<file path="src/rtl/ddr_tx_pkg.sv">
// Shared types and sizing helpers for the DDR TX gearbox.
// State encodings plus FIFO pointer/fill width functions.
package ddr_tx_pkg;

  typedef enum logic [1:0] {
    ST_IDLE  = 2'd0,
    ST_TRAIN = 2'd1,
    ST_RUN   = 2'd2
  } state_e;

  function automatic int ptr_w(input int depth);
    return (depth > 1) ? $clog2(depth) : 1;
  endfunction

  function automatic int fill_w(input int depth);
    return ptr_w(depth) + 1;
  endfunction

endpackage

</file>
<file path="src/rtl/ddr_tx_gearbox_if.sv">
// Valid/ready word stream into the gearbox.
// master drives S_DATA/S_VALID, slave returns S_READY.
interface ddr_tx_gearbox_if #(
  parameter int LANES = 12
) ();

  logic [2*LANES-1:0] S_DATA;
  logic               S_VALID;
  logic               S_READY;

  modport master (
    output S_DATA,
    output S_VALID,
    input  S_READY
  );

  modport slave (
    input  S_DATA,
    input  S_VALID,
    output S_READY
  );

endinterface

</file>
<file path="src/rtl/ddr_tx_fifo.sv">
// Small synchronous FIFO with flush; head is read combinationally.
// Ports: push/pop/flush/data in; head/full/empty/fill out.
module ddr_tx_fifo
  import ddr_tx_pkg::*;
#(
  parameter int WIDTH = 24,
  parameter int DEPTH = 4
) (
  input  logic                      clk_i,
  input  logic                      rst_ni,
  input  logic                      push_i,
  input  logic                      pop_i,
  input  logic                      flush_i,
  input  logic [WIDTH-1:0]          data_i,
  output logic [WIDTH-1:0]          head_o,
  output logic                      full_o,
  output logic                      empty_o,
  output logic [fill_w(DEPTH)-1:0]  fill_o
);

  localparam int AW = ptr_w(DEPTH);
  localparam int FW = fill_w(DEPTH);

  logic [WIDTH-1:0] mem_q [DEPTH];
  logic [AW-1:0]    wr_q, wr_d;
  logic [AW-1:0]    rd_q, rd_d;
  logic [FW-1:0]    cnt_q, cnt_d;
  logic             do_push;
  logic             do_pop;

  assign full_o  = (cnt_q == FW'(DEPTH));
  assign empty_o = (cnt_q == '0);
  assign fill_o  = cnt_q;
  assign head_o  = mem_q[rd_q];

  assign do_push = push_i && !full_o && !flush_i;
  assign do_pop  = pop_i && !empty_o && !flush_i;

  // DEPTH is a power of two, so pointers wrap by overflow.
  always_comb begin
    wr_d  = wr_q;
    rd_d  = rd_q;
    cnt_d = cnt_q;
    if (flush_i) begin
      wr_d  = '0;
      rd_d  = '0;
      cnt_d = '0;
    end else begin
      if (do_push) wr_d = wr_q + AW'(1);
      if (do_pop)  rd_d = rd_q + AW'(1);
      unique case (1'b1)
        (do_push && !do_pop): cnt_d = cnt_q + FW'(1);
        (do_pop && !do_push): cnt_d = cnt_q - FW'(1);
        default:              cnt_d = cnt_q;
      endcase
    end
  end

  always_ff @(posedge clk_i) begin
    if (!rst_ni) begin
      wr_q  <= '0;
      rd_q  <= '0;
      cnt_q <= '0;
    end else begin
      wr_q  <= wr_d;
      rd_q  <= rd_d;
      cnt_q <= cnt_d;
    end
  end

  always_ff @(posedge clk_i) begin
    if (do_push) mem_q[wr_q] <= data_i;
  end

endmodule

</file>
<file path="src/rtl/ddr_tx_gearbox.sv">
// Feeds per-pin same-edge ODDRs: training, then streamed D0/D1 pairs.
// Ports: CLK/RSTN/EN, stream slave S, D0/D1, LOCKED, UNDERFLOW, FILL.
module ddr_tx_gearbox
  import ddr_tx_pkg::*;
#(
  parameter int   LANES        = 12,
  parameter int   FIFO_DEPTH   = 4,
  parameter int   TRAIN_CYCLES = 64,
  parameter logic TRAIN_D0     = 1'b1,
  parameter logic TRAIN_D1     = 1'b0,
  parameter logic IDLE_VALUE   = 1'b0
) (
  input  logic                          CLK,
  input  logic                          RSTN,
  input  logic                          EN,
  ddr_tx_gearbox_if.slave               S,
  output logic [LANES-1:0]              D0,
  output logic [LANES-1:0]              D1,
  output logic                          LOCKED,
  output logic                          UNDERFLOW,
  output logic [fill_w(FIFO_DEPTH)-1:0] FILL
);

  localparam int CW = $clog2(TRAIN_CYCLES + 1);
  localparam logic [LANES-1:0] IDLE_W = {LANES{IDLE_VALUE}};
  localparam logic [LANES-1:0] TR_D0  = {LANES{TRAIN_D0}};
  localparam logic [LANES-1:0] TR_D1  = {LANES{TRAIN_D1}};

  state_e           state_q, state_d;
  logic [CW-1:0]    cnt_q, cnt_d;
  logic [LANES-1:0] d0_q, d0_d;
  logic [LANES-1:0] d1_q, d1_d;
  logic             locked_q, locked_d;
  logic             uf_q, uf_d;

  logic [2*LANES-1:0] head;
  logic               full;
  logic               empty;
  logic               push;
  logic               pop;

  // Ready looks only at registered state, never at a same-cycle pop.
  assign S.S_READY = (state_q != ST_IDLE) && !full;
  assign push      = S.S_VALID && S.S_READY;

  ddr_tx_fifo #(
    .WIDTH (2*LANES),
    .DEPTH (FIFO_DEPTH)
  ) u_fifo (
    .clk_i   (CLK),
    .rst_ni  (RSTN),
    .push_i  (push),
    .pop_i   (pop),
    .flush_i (!EN),
    .data_i  (S.S_DATA),
    .head_o  (head),
    .full_o  (full),
    .empty_o (empty),
    .fill_o  (FILL)
  );

  always_comb begin
    state_d  = state_q;
    cnt_d    = cnt_q;
    d0_d     = d0_q;
    d1_d     = d1_q;
    locked_d = locked_q;
    uf_d     = uf_q;
    pop      = 1'b0;
    if (!EN) begin
      state_d  = ST_IDLE;
      d0_d     = IDLE_W;
      d1_d     = IDLE_W;
      locked_d = 1'b0;
      uf_d     = 1'b0;
    end else begin
      unique case (1'b1)
        (state_q == ST_IDLE): begin
          d0_d    = IDLE_W;
          d1_d    = IDLE_W;
          cnt_d   = '0;
          state_d = ST_TRAIN;
        end
        (state_q == ST_TRAIN): begin
          d0_d  = TR_D0;
          d1_d  = TR_D1;
          cnt_d = cnt_q + CW'(1);
          if (cnt_q == CW'(TRAIN_CYCLES - 1)) begin
            state_d  = ST_RUN;
            locked_d = 1'b1;
          end
        end
        (state_q == ST_RUN): begin
          if (!empty) begin
            pop  = 1'b1;
            d0_d = head[LANES-1:0];
            d1_d = head[2*LANES-1:LANES];
          end else begin
            d0_d = IDLE_W;
            d1_d = IDLE_W;
            uf_d = 1'b1;
          end
        end
        default: begin
          state_d = ST_IDLE;
          d0_d    = IDLE_W;
          d1_d    = IDLE_W;
        end
      endcase
    end
  end

  always_ff @(posedge CLK) begin
    if (!RSTN) begin
      state_q  <= ST_IDLE;
      cnt_q    <= '0;
      d0_q     <= IDLE_W;
      d1_q     <= IDLE_W;
      locked_q <= 1'b0;
      uf_q     <= 1'b0;
    end else begin
      state_q  <= state_d;
      cnt_q    <= cnt_d;
      d0_q     <= d0_d;
      d1_q     <= d1_d;
      locked_q <= locked_d;
      uf_q     <= uf_d;
    end
  end

  assign D0        = d0_q;
  assign D1        = d1_q;
  assign LOCKED    = locked_q;
  assign UNDERFLOW = uf_q;

endmodule

</file>
<file path="src/flat_wrapper.sv">
// flat-port wrapper written by rule: the top's interface ports become plain ports
module ddr_tx_gearbox_flat import ddr_tx_pkg::*;
#(
  parameter int   LANES        = 12,
  parameter int   FIFO_DEPTH   = 4,
  parameter int   TRAIN_CYCLES = 64,
  parameter logic TRAIN_D0     = 1'b1,
  parameter logic TRAIN_D1     = 1'b0,
  parameter logic IDLE_VALUE   = 1'b0
)
  (CLK, RSTN, EN, D0, D1, LOCKED, UNDERFLOW, FILL, S_S_DATA, S_S_VALID, S_S_READY);
  ddr_tx_gearbox_if #(.LANES(LANES)) S_i ();
  input  logic CLK;
  input  logic RSTN;
  input  logic EN;
  output logic [LANES-1:0] D0;
  output logic [LANES-1:0] D1;
  output logic LOCKED;
  output logic UNDERFLOW;
  output logic [fill_w(FIFO_DEPTH)-1:0] FILL;
  input wire logic [$bits(S_i.S_DATA)-1:0] S_S_DATA;
  input wire logic [$bits(S_i.S_VALID)-1:0] S_S_VALID;
  output wire logic [$bits(S_i.S_READY)-1:0] S_S_READY;
  assign S_i.S_DATA = S_S_DATA;
  assign S_i.S_VALID = S_S_VALID;
  assign S_S_READY = S_i.S_READY;
  ddr_tx_gearbox #(.LANES(LANES), .FIFO_DEPTH(FIFO_DEPTH), .TRAIN_CYCLES(TRAIN_CYCLES), .TRAIN_D0(TRAIN_D0), .TRAIN_D1(TRAIN_D1), .IDLE_VALUE(IDLE_VALUE)) u_core (.CLK(CLK), .RSTN(RSTN), .EN(EN), .S(S_i), .D0(D0), .D1(D1), .LOCKED(LOCKED), .UNDERFLOW(UNDERFLOW), .FILL(FILL));
endmodule
</file>
<file path="config.mk">
export PLATFORM = sky130hd
export DESIGN_NAME = ddr_tx_gearbox_flat
export DESIGN_NICKNAME = d
export VERILOG_FILES = /design/src/rtl/ddr_tx_pkg.sv /design/src/rtl/ddr_tx_gearbox_if.sv /design/src/rtl/ddr_tx_fifo.sv /design/src/rtl/ddr_tx_gearbox.sv /design/src/flat_wrapper.sv
export SDC_FILE = /design/constraint.sdc
export NUM_CORES = 1
export LEC_CHECK = 0
export CAP_MARGIN = 10
export CORE_UTILIZATION = 50
export CTS_CLUSTER_DIAMETER = 50
export DETAILED_ROUTE_END_ITERATION = 10
export PLACE_DENSITY = 0.87
export SLEW_MARGIN = 15
export SYNTH_ARGS = -nofsm -noshare
export SYNTH_HDL_FRONTEND = slang
export SYNTH_SLANG_ARGS = --single-unit
</file>
<file path="constraint.sdc">
create_clock -name CLK -period 2.43 [get_ports CLK]
set_clock_uncertainty 0.05 [all_clocks]
set_input_delay 0.243 -clock CLK [delete_from_list [all_inputs] [get_ports CLK]]
set_output_delay 0.243 -clock CLK [all_outputs]
set_load 0.05 [all_outputs]
</file>
# --- Yosys cells after proc, flatten, opt, wreduce, memory -nomap -nowiden ---
# Memories as Yosys holds them, arrays and structs flattened. A register that Yosys moved wholly into a read port is not among the register bits.
# Index checks and enable logic that the tools add are counted.
totals:
  out_inout_bits: 30
  reg_bits: 42
  input_bits: 28
  wordCells: 59
  mem_count: 1
  mem_bits_rw: 96
memory_table:
  columns: ["name", "words", "word_bits", "read_ports", "rd_clocked_by_memory_dff", "wr", "line_no", "rtl"]
  rows:
  - ["u_core.u_fifo.mem_q", 4, 24, 1, 1, 1, "ddr_tx_fifo.sv:24", "logic [WIDTH-1:0] mem_q [DEPTH];"]
classes:
  add_sub_neg: 5
  bitwise: 3
  n_reduce_logical: 23
  n_eq_ne: 5
  muxes: 13
op_table:
  columns: ["operator", "n"]
  rows:
  - ["12-bit case mux with 2 select lines", 1]
  - ["7-bit case mux with 2 select lines", 1]
  - ["12-bit 2-to-1 mux", 1]
  - ["2-bit AND reduction", 5]
  - ["1-bit logical AND", 8]
  - ["7-bit by 1-bit adder with 7-bit output, second input constant", 1]
  - ["7-bit by 6-bit == test with 1-bit output, second input constant", 1]
  - ["2-bit 2-to-1 mux", 3]
  - ["2-bit case mux with 3 select lines", 1]
  - ["3-bit case mux with 2 select lines", 1]
  - ["2-bit nonzero test", 3]
  - ["1-bit 2-to-1 mux", 5]
  - ["2-bit by 1-bit adder with 2-bit output, second input constant", 2]
  - ["1-bit logical NOT", 4]
  - ["4-bit OR reduction", 1]
  - ["3-bit by 1-bit adder with 3-bit output, second input constant", 1]
  - ["3-bit == test, second input constant", 1]
  - ["3-bit logical NOT", 1]
  - ["1-bit NOT", 3]
  - ["3-bit by 1-bit subtractor with 3-bit output, second input constant", 1]
  - ["2-bit by 1-bit == test with 1-bit output, second input constant", 1]
  - ["2-bit == test, second input constant", 1]
  - ["2-bit logical NOT", 1]
  - ["2-bit inequality test, second input constant", 1]

# --- Longest topological paths before layout ---
depth:
  word_depth: 9
  depth_mapped: 11
  depth_no_buf: 10

# --- By module ---
# A second synthesis with hierarchy kept.
hier_totals:
  hier_cells: 318
  area_unflattened_um2: 5262.5
modules_own_cells:
  columns: ["mod", "seq_area_each_um2", "area_each_um2", "n_inst", "cells_per_inst"]
  rows:
  - ["ddr_tx_fifo", 3062.9, 3983.8, 1, 181]
  - ["ddr_tx_gearbox", 700.7, 1278.7, 1, 137]

# --- Least setup slack after synthesis ---
# OpenSTA, ideal clock, no wires.
synth_path:
  path_kind: "reg-to-reg"
  from: "register u_core.u_fifo.cnt_q[0] (netlist: u_core.u_fifo.fill_o[0])"
  to: "register u_core.u_fifo.cnt_q[2] (netlist: u_core.u_fifo.fill_o[2])"
  synth_period_minus_slack_ns: 2.619
  t_required_ns: 2.308
  t_arrival_ns: 2.497
  n_path_buf: 1
  stages_incl_launch_ff: 10
  setup_ns: 0.072
  setup_slack_ns: -0.189
  path_cell_list: "dfxtp_1 > o31a_1 > clkbuf_1 > and2_1 > ha_1 > inv_1 > fa_1 > xor2_1 > or3_1 > a21oi_1"
synth_between:
  elab_chain_len: 9
  word_cells_on_any_way: 21
  cone_classes: "add/sub (2); eq/ne (1); mux (4); reduce/logical (14)"
synth_rtl:
  columns: ["item", "line_no", "rtl"]
  rows:
  - ["start: declaration", "ddr_tx_fifo.sv:27", "logic [FW-1:0] cnt_q, cnt_d;"]
  - ["start signal: assignment", "ddr_tx_fifo.sv:67", "cnt_q <= cnt_d;"]
  - ["3-bit logical NOT *", "ddr_tx_fifo.sv:32", "assign empty_o = (cnt_q == '0);"]
  - ["1-bit 2-to-1 mux", "ddr_tx_gearbox.sv:94", "if (!empty) begin"]
  - ["1-bit 2-to-1 mux", "ddr_tx_gearbox.sv:77", "unique case (1'b1)"]
  - ["1-bit 2-to-1 mux", "ddr_tx_gearbox.sv:70", "if (!EN) begin"]
  - ["1-bit logical AND * (2 in a row)", "ddr_tx_fifo.sv:37", "assign do_pop = pop_i && !empty_o && !flush_i;"]
  - ["named net u_core.u_fifo.do_pop", "ddr_tx_fifo.sv:29", "logic do_pop;"]
  - ["1-bit logical NOT", "ddr_tx_fifo.sv:52", "(do_push && !do_pop): cnt_d = cnt_q + FW'(1);"]
  - ["1-bit logical AND", "ddr_tx_fifo.sv:52", null]
  - ["3-bit case mux with 2 select lines or 2-bit nonzero test (tied branches)", null, null]
# The timed path passes the listed nets; every way through them passes the cells marked *.
# A chain may end at the register's enable or synchronous reset.

# --- Worst setup path after layout ---
layout_path:
  from: "register u_core.state_q[0]"
  to: "register u_core.u_fifo.cnt_q[2] (netlist: u_core.u_fifo.fill_o[2])"
layout_between:
  elab_chain_len: 8
  word_cells_on_any_way: 16
  cone_classes: "eq/ne (1); mux (3); reduce/logical (12)"
layout_rtl:
  columns: ["item", "line_no", "rtl"]
  rows:
  - ["start: declaration", "ddr_tx_gearbox.sv:29", "state_e state_q, state_d;"]
  - ["start signal: assignment", "ddr_tx_gearbox.sv:122", "state_q <= state_d;"]
  - ["2-bit == test *", "ddr_tx_gearbox.sv:93", "(state_q == ST_RUN): begin"]
  - ["1-bit 2-to-1 mux *", "ddr_tx_gearbox.sv:77", null]
  - ["1-bit 2-to-1 mux *", "ddr_tx_gearbox.sv:70", null]
  - ["1-bit logical AND * (2 in a row)", "ddr_tx_fifo.sv:37", null]
  - ["named net u_core.u_fifo.do_pop", "ddr_tx_fifo.sv:29", null]
  - ["1-bit logical NOT", "ddr_tx_fifo.sv:52", null]
  - ["1-bit logical AND", "ddr_tx_fifo.sv:52", null]
  - ["3-bit case mux with 2 select lines or 2-bit nonzero test (tied branches)", null, null]
# Marks and branches as above.

==> impl_metrics.tcl <==
set metrics [dict create \
    grt_pass1_wl_mm 16.29 \
    final_layout_size_suffix_gt1_share_pct 15.50 \
    ant_nets 0 \
    hold_path_class "primary input to flop" \
    fin_crit_sh_pct 94.73 \
    synth_edf_count 96 \
    critical_path_class "flop to flop" \
    top_usage_layer "met2" \
    grt_pass1_vias 3101 \
    period_minus_slack_ns 2.302 \
    postCtsSetupRepairBufs 0 \
    worstSetupStartpointType "flop" \
    drt_iter0_markers 164 \
    setup_tns_ns 0 \
    grt_overflow_total 0 \
    avgSynthCellArea_um2 16.81 \
    insertion_delay_ns 0.51 \
    syn_area_um2 5295 \
    clockRootBuffer "clkbuf_8" \
    syn_inst 315 \
    core-area_um2 10280 \
    cts.sinks 140 \
    synth_nets 353 \
    hold_buffers 0 \
    rr_worst_depth 10 \
    grtUsageMet1_pct 24.29 \
    fmax_mhz 434.4 \
    ir_worst_vdd_mv 0.6188 \
    diodes 0 \
    start_util_pct 51.52 \
    post_cts_resized 1 \
    fin_area_um2 6675 \
    die_y_um 104.9 \
    clockBufferDepth 2 \
    cts_tree "yes" \
    htreeDepth 4 \
    ys_warn_count 0 \
    grt_setup_unrepaired "false" \
    via_per_inst 5.515 \
    worst_pin_slew_ns 0.5111 \
    placed_cell_area_um2 6068 \
    worstPathMaxFanout 5 \
    leakage_uw 0.002317 \
    die_area_um2 11010 \
    numPortBuffers 57 \
    dpl.hpwl_mm 5.933 \
    grt_max_degree 25 \
    cts.clk_slew.worst_paths_ns 0.06 \
    routedWlPerCell_um 19.00 \
    fin_hold_ws_ns 0.3115 \
    status "finished clean" \
    antenna_found_initial 0 \
    die_width_um 104.9 \
    vias 2956 \
    wirelength_mm 10.18 \
    routabilityCongestion 0.7320 \
    critPathArrivalTime_ns 2.69 \
    cap_violations 0 \
    drv_slew 0 \
    finalPower_uw 5212 \
    postSynth.asyncResetShare_pct 0 \
    slew_headroom_pct 65.49 \
    setup_viol 0 \
    dr.pass1.iters 4 \
    grt_use_met3_pct 5.802 \
    synth_cell_types 43 \
    synth_seq_cells 140 \
    nNetsFinal 425 \
    ys_dominant_reg_cell "edfxtp_1" \
    cts_buffers 17 \
    crit_required_ns 2.81 \
    power_density_nw_per_um2 780.8 \
    syn_to_final_growth_pct 26.06 \
    critPathCaptureType "flop" \
    seq_area_frac_synth_pct 71.08 \
    hold-path-cell-count 1 \
    drc_errors 0 \
    hold_violations 0 \
    pin_count 58 \
    track_usage_pct 20.28 \
    grt_use_met2_pct 33.82 \
    row_count 37 \
]
-- sequential cells by signal, indices dropped and copies added, names as in the netlist, named ones only --
| signal | flops |
|---|---|
| u_core.u_fifo.mem_q | 96 |
| u_core.D0 | 12 |
| u_core.D1 | 12 |
| u_core.cnt_q | 7 |
| u_core.u_fifo.fill_o | 3 |
| u_core.state_q | 2 |
| u_core.u_fifo.rd_q | 2 |
| u_core.u_fifo.wr_q | 2 |
| u_core.LOCKED | 1 |
| u_core.UNDERFLOW | 1 |
-- placed cells by master (no fill, tap or decap), types with 2 or more instances in the layout --
master and count:
clkinvlp_4 3, o31ai_1 2, dfxtp_2 3, clkdlybuf4s50_1 56, or3_1 3, xor2_1 3, inv_1 21, clkinv_4 2
nand3b_1 2, clkbuf_8 2, nand2_1 10, buf_4 7, nor2b_1 2, dfxtp_1 41, a21oi_1 7, bufinv_16 2
clkbuf_16 16, a21boi_0 2, and2_1 7, mux2i_1 3, a31oi_1 2, edfxtp_1 96, nand3_1 6, ha_1 8
o21ai_0 12, and3_1 12, nor3_1 2, o21ai_1 4, nor2_1 11, mux4_2 10, inv_6 6, buf_12 4
mux4_1 14
-- per-layer routing --
| metal | wire, µm | vias up |
|---|---|---|
| met5 | 0 | - |
| met4 | 212 | 0 |
| met3 | 498 | 19 |
| met2 | 5244 | 109 |
| met1 | 4229 | 1471 |
| li1 | - | 1357 |
-- power by group --
| group | total (µW) | internal (µW) | switching [µW] |
|---|---|---|---|
| Sequential | 2560 | 2560 | 5.47 |
| Combinational | 142 | 67.1 | 74.7 |
| Clock | 2510 | 1510 | 1000 |
-- cells in the mapped netlist (2+ instances only) --
library cell,count,area share (%)
mux4_2,10,4.3
inv_1,22,1.6
nand3_1,6,0.57
buf_2,6,0.57
or3_1,3,0.35
o31ai_1,2,0.28
buf_4,2,0.28
mux2i_1,3,0.57
dfxtp_1,44,17
buf_6,2,0.43
o21ai_1,4,0.38
nand2_1,10,0.71
a31oi_1,2,0.24
clkbuf_1,3,0.21
mux4_1,14,6.9
a21oi_1,7,0.66
edfxtp_1,96,54
and2_1,7,0.83
nand3b_1,2,0.28
o21ai_0,12,1.1
a21boi_0,2,0.28
nor3_1,3,0.28
ha_1,9,2.1
and3_1,12,1.4
nor2b_1,2,0.24
xor2_1,3,0.50
nor2_1,11,0.78
-- final cells by class --
cell class	instances	area, µm²
clock buffer	18	427.9
fill	693	3602
inverter	22	82.58
tap	136	170.2
multi-input combinational	138	1368
clock inverter	14	157.7
sequential	140	3767
timing repair buffer	68	701.9
-- per-stage QoR --
stage | cells | worst slack [ns] | utilization, %
after floorplan | 315 | 0.01091 | -
after global placement | 504 | 0.1880 | 59.05
after detailed placement | 504 | 0.02949 | 59.05
after CTS | 536 | 0.07715 | 64.73
after global routing | 536 | 0.001820 | 64.95
final | 536 | 0.1282 | 64.95
-- logic make-up (layout without fill, tap and decap cells) --
logic type | after synthesis | after routing | share of synthesized area [%]
xor gates and xnor gates | 4 | 4 | 0.6617
and+or+nand+nor | 62 | 62 | 6.356
adders and majority gates | 10 | 10 | 2.505
DFF | 140 | 140 | 71.08
buffers and inverters | 37 | 122 | 3.521
AOI/OAI and AO/OA | 35 | 35 | 4.112
muxes | 27 | 27 | 11.77
-- worst paths after layout --
check,start,to,slack (ns)
worst max-delay path,u_core.state_q[0],u_core.u_fifo.fill_o[2],0.13
worst min-delay path,S_S_DATA[22],u_core.u_fifo.mem_q[3][22],0.31
worst max register to register,u_core.state_q[0],u_core.u_fifo.fill_o[2],0.13
worst min register to register,u_core.UNDERFLOW,u_core.UNDERFLOW,0.45
-- worst max-delay path, stage by stage, from the launching register on --
cell and delay, ns:
dfxtp_1 0.33, inv_2 0.09, ha_4 0.16, o31a_1 0.16, and2_1 0.16, ha_1 0.18
inv_1 0.06, fa_1 0.38, xor2_1 0.16, or3_1 0.33, a21oi_1 0.17
No activity file was read; power rests on OpenSTA's default activity.
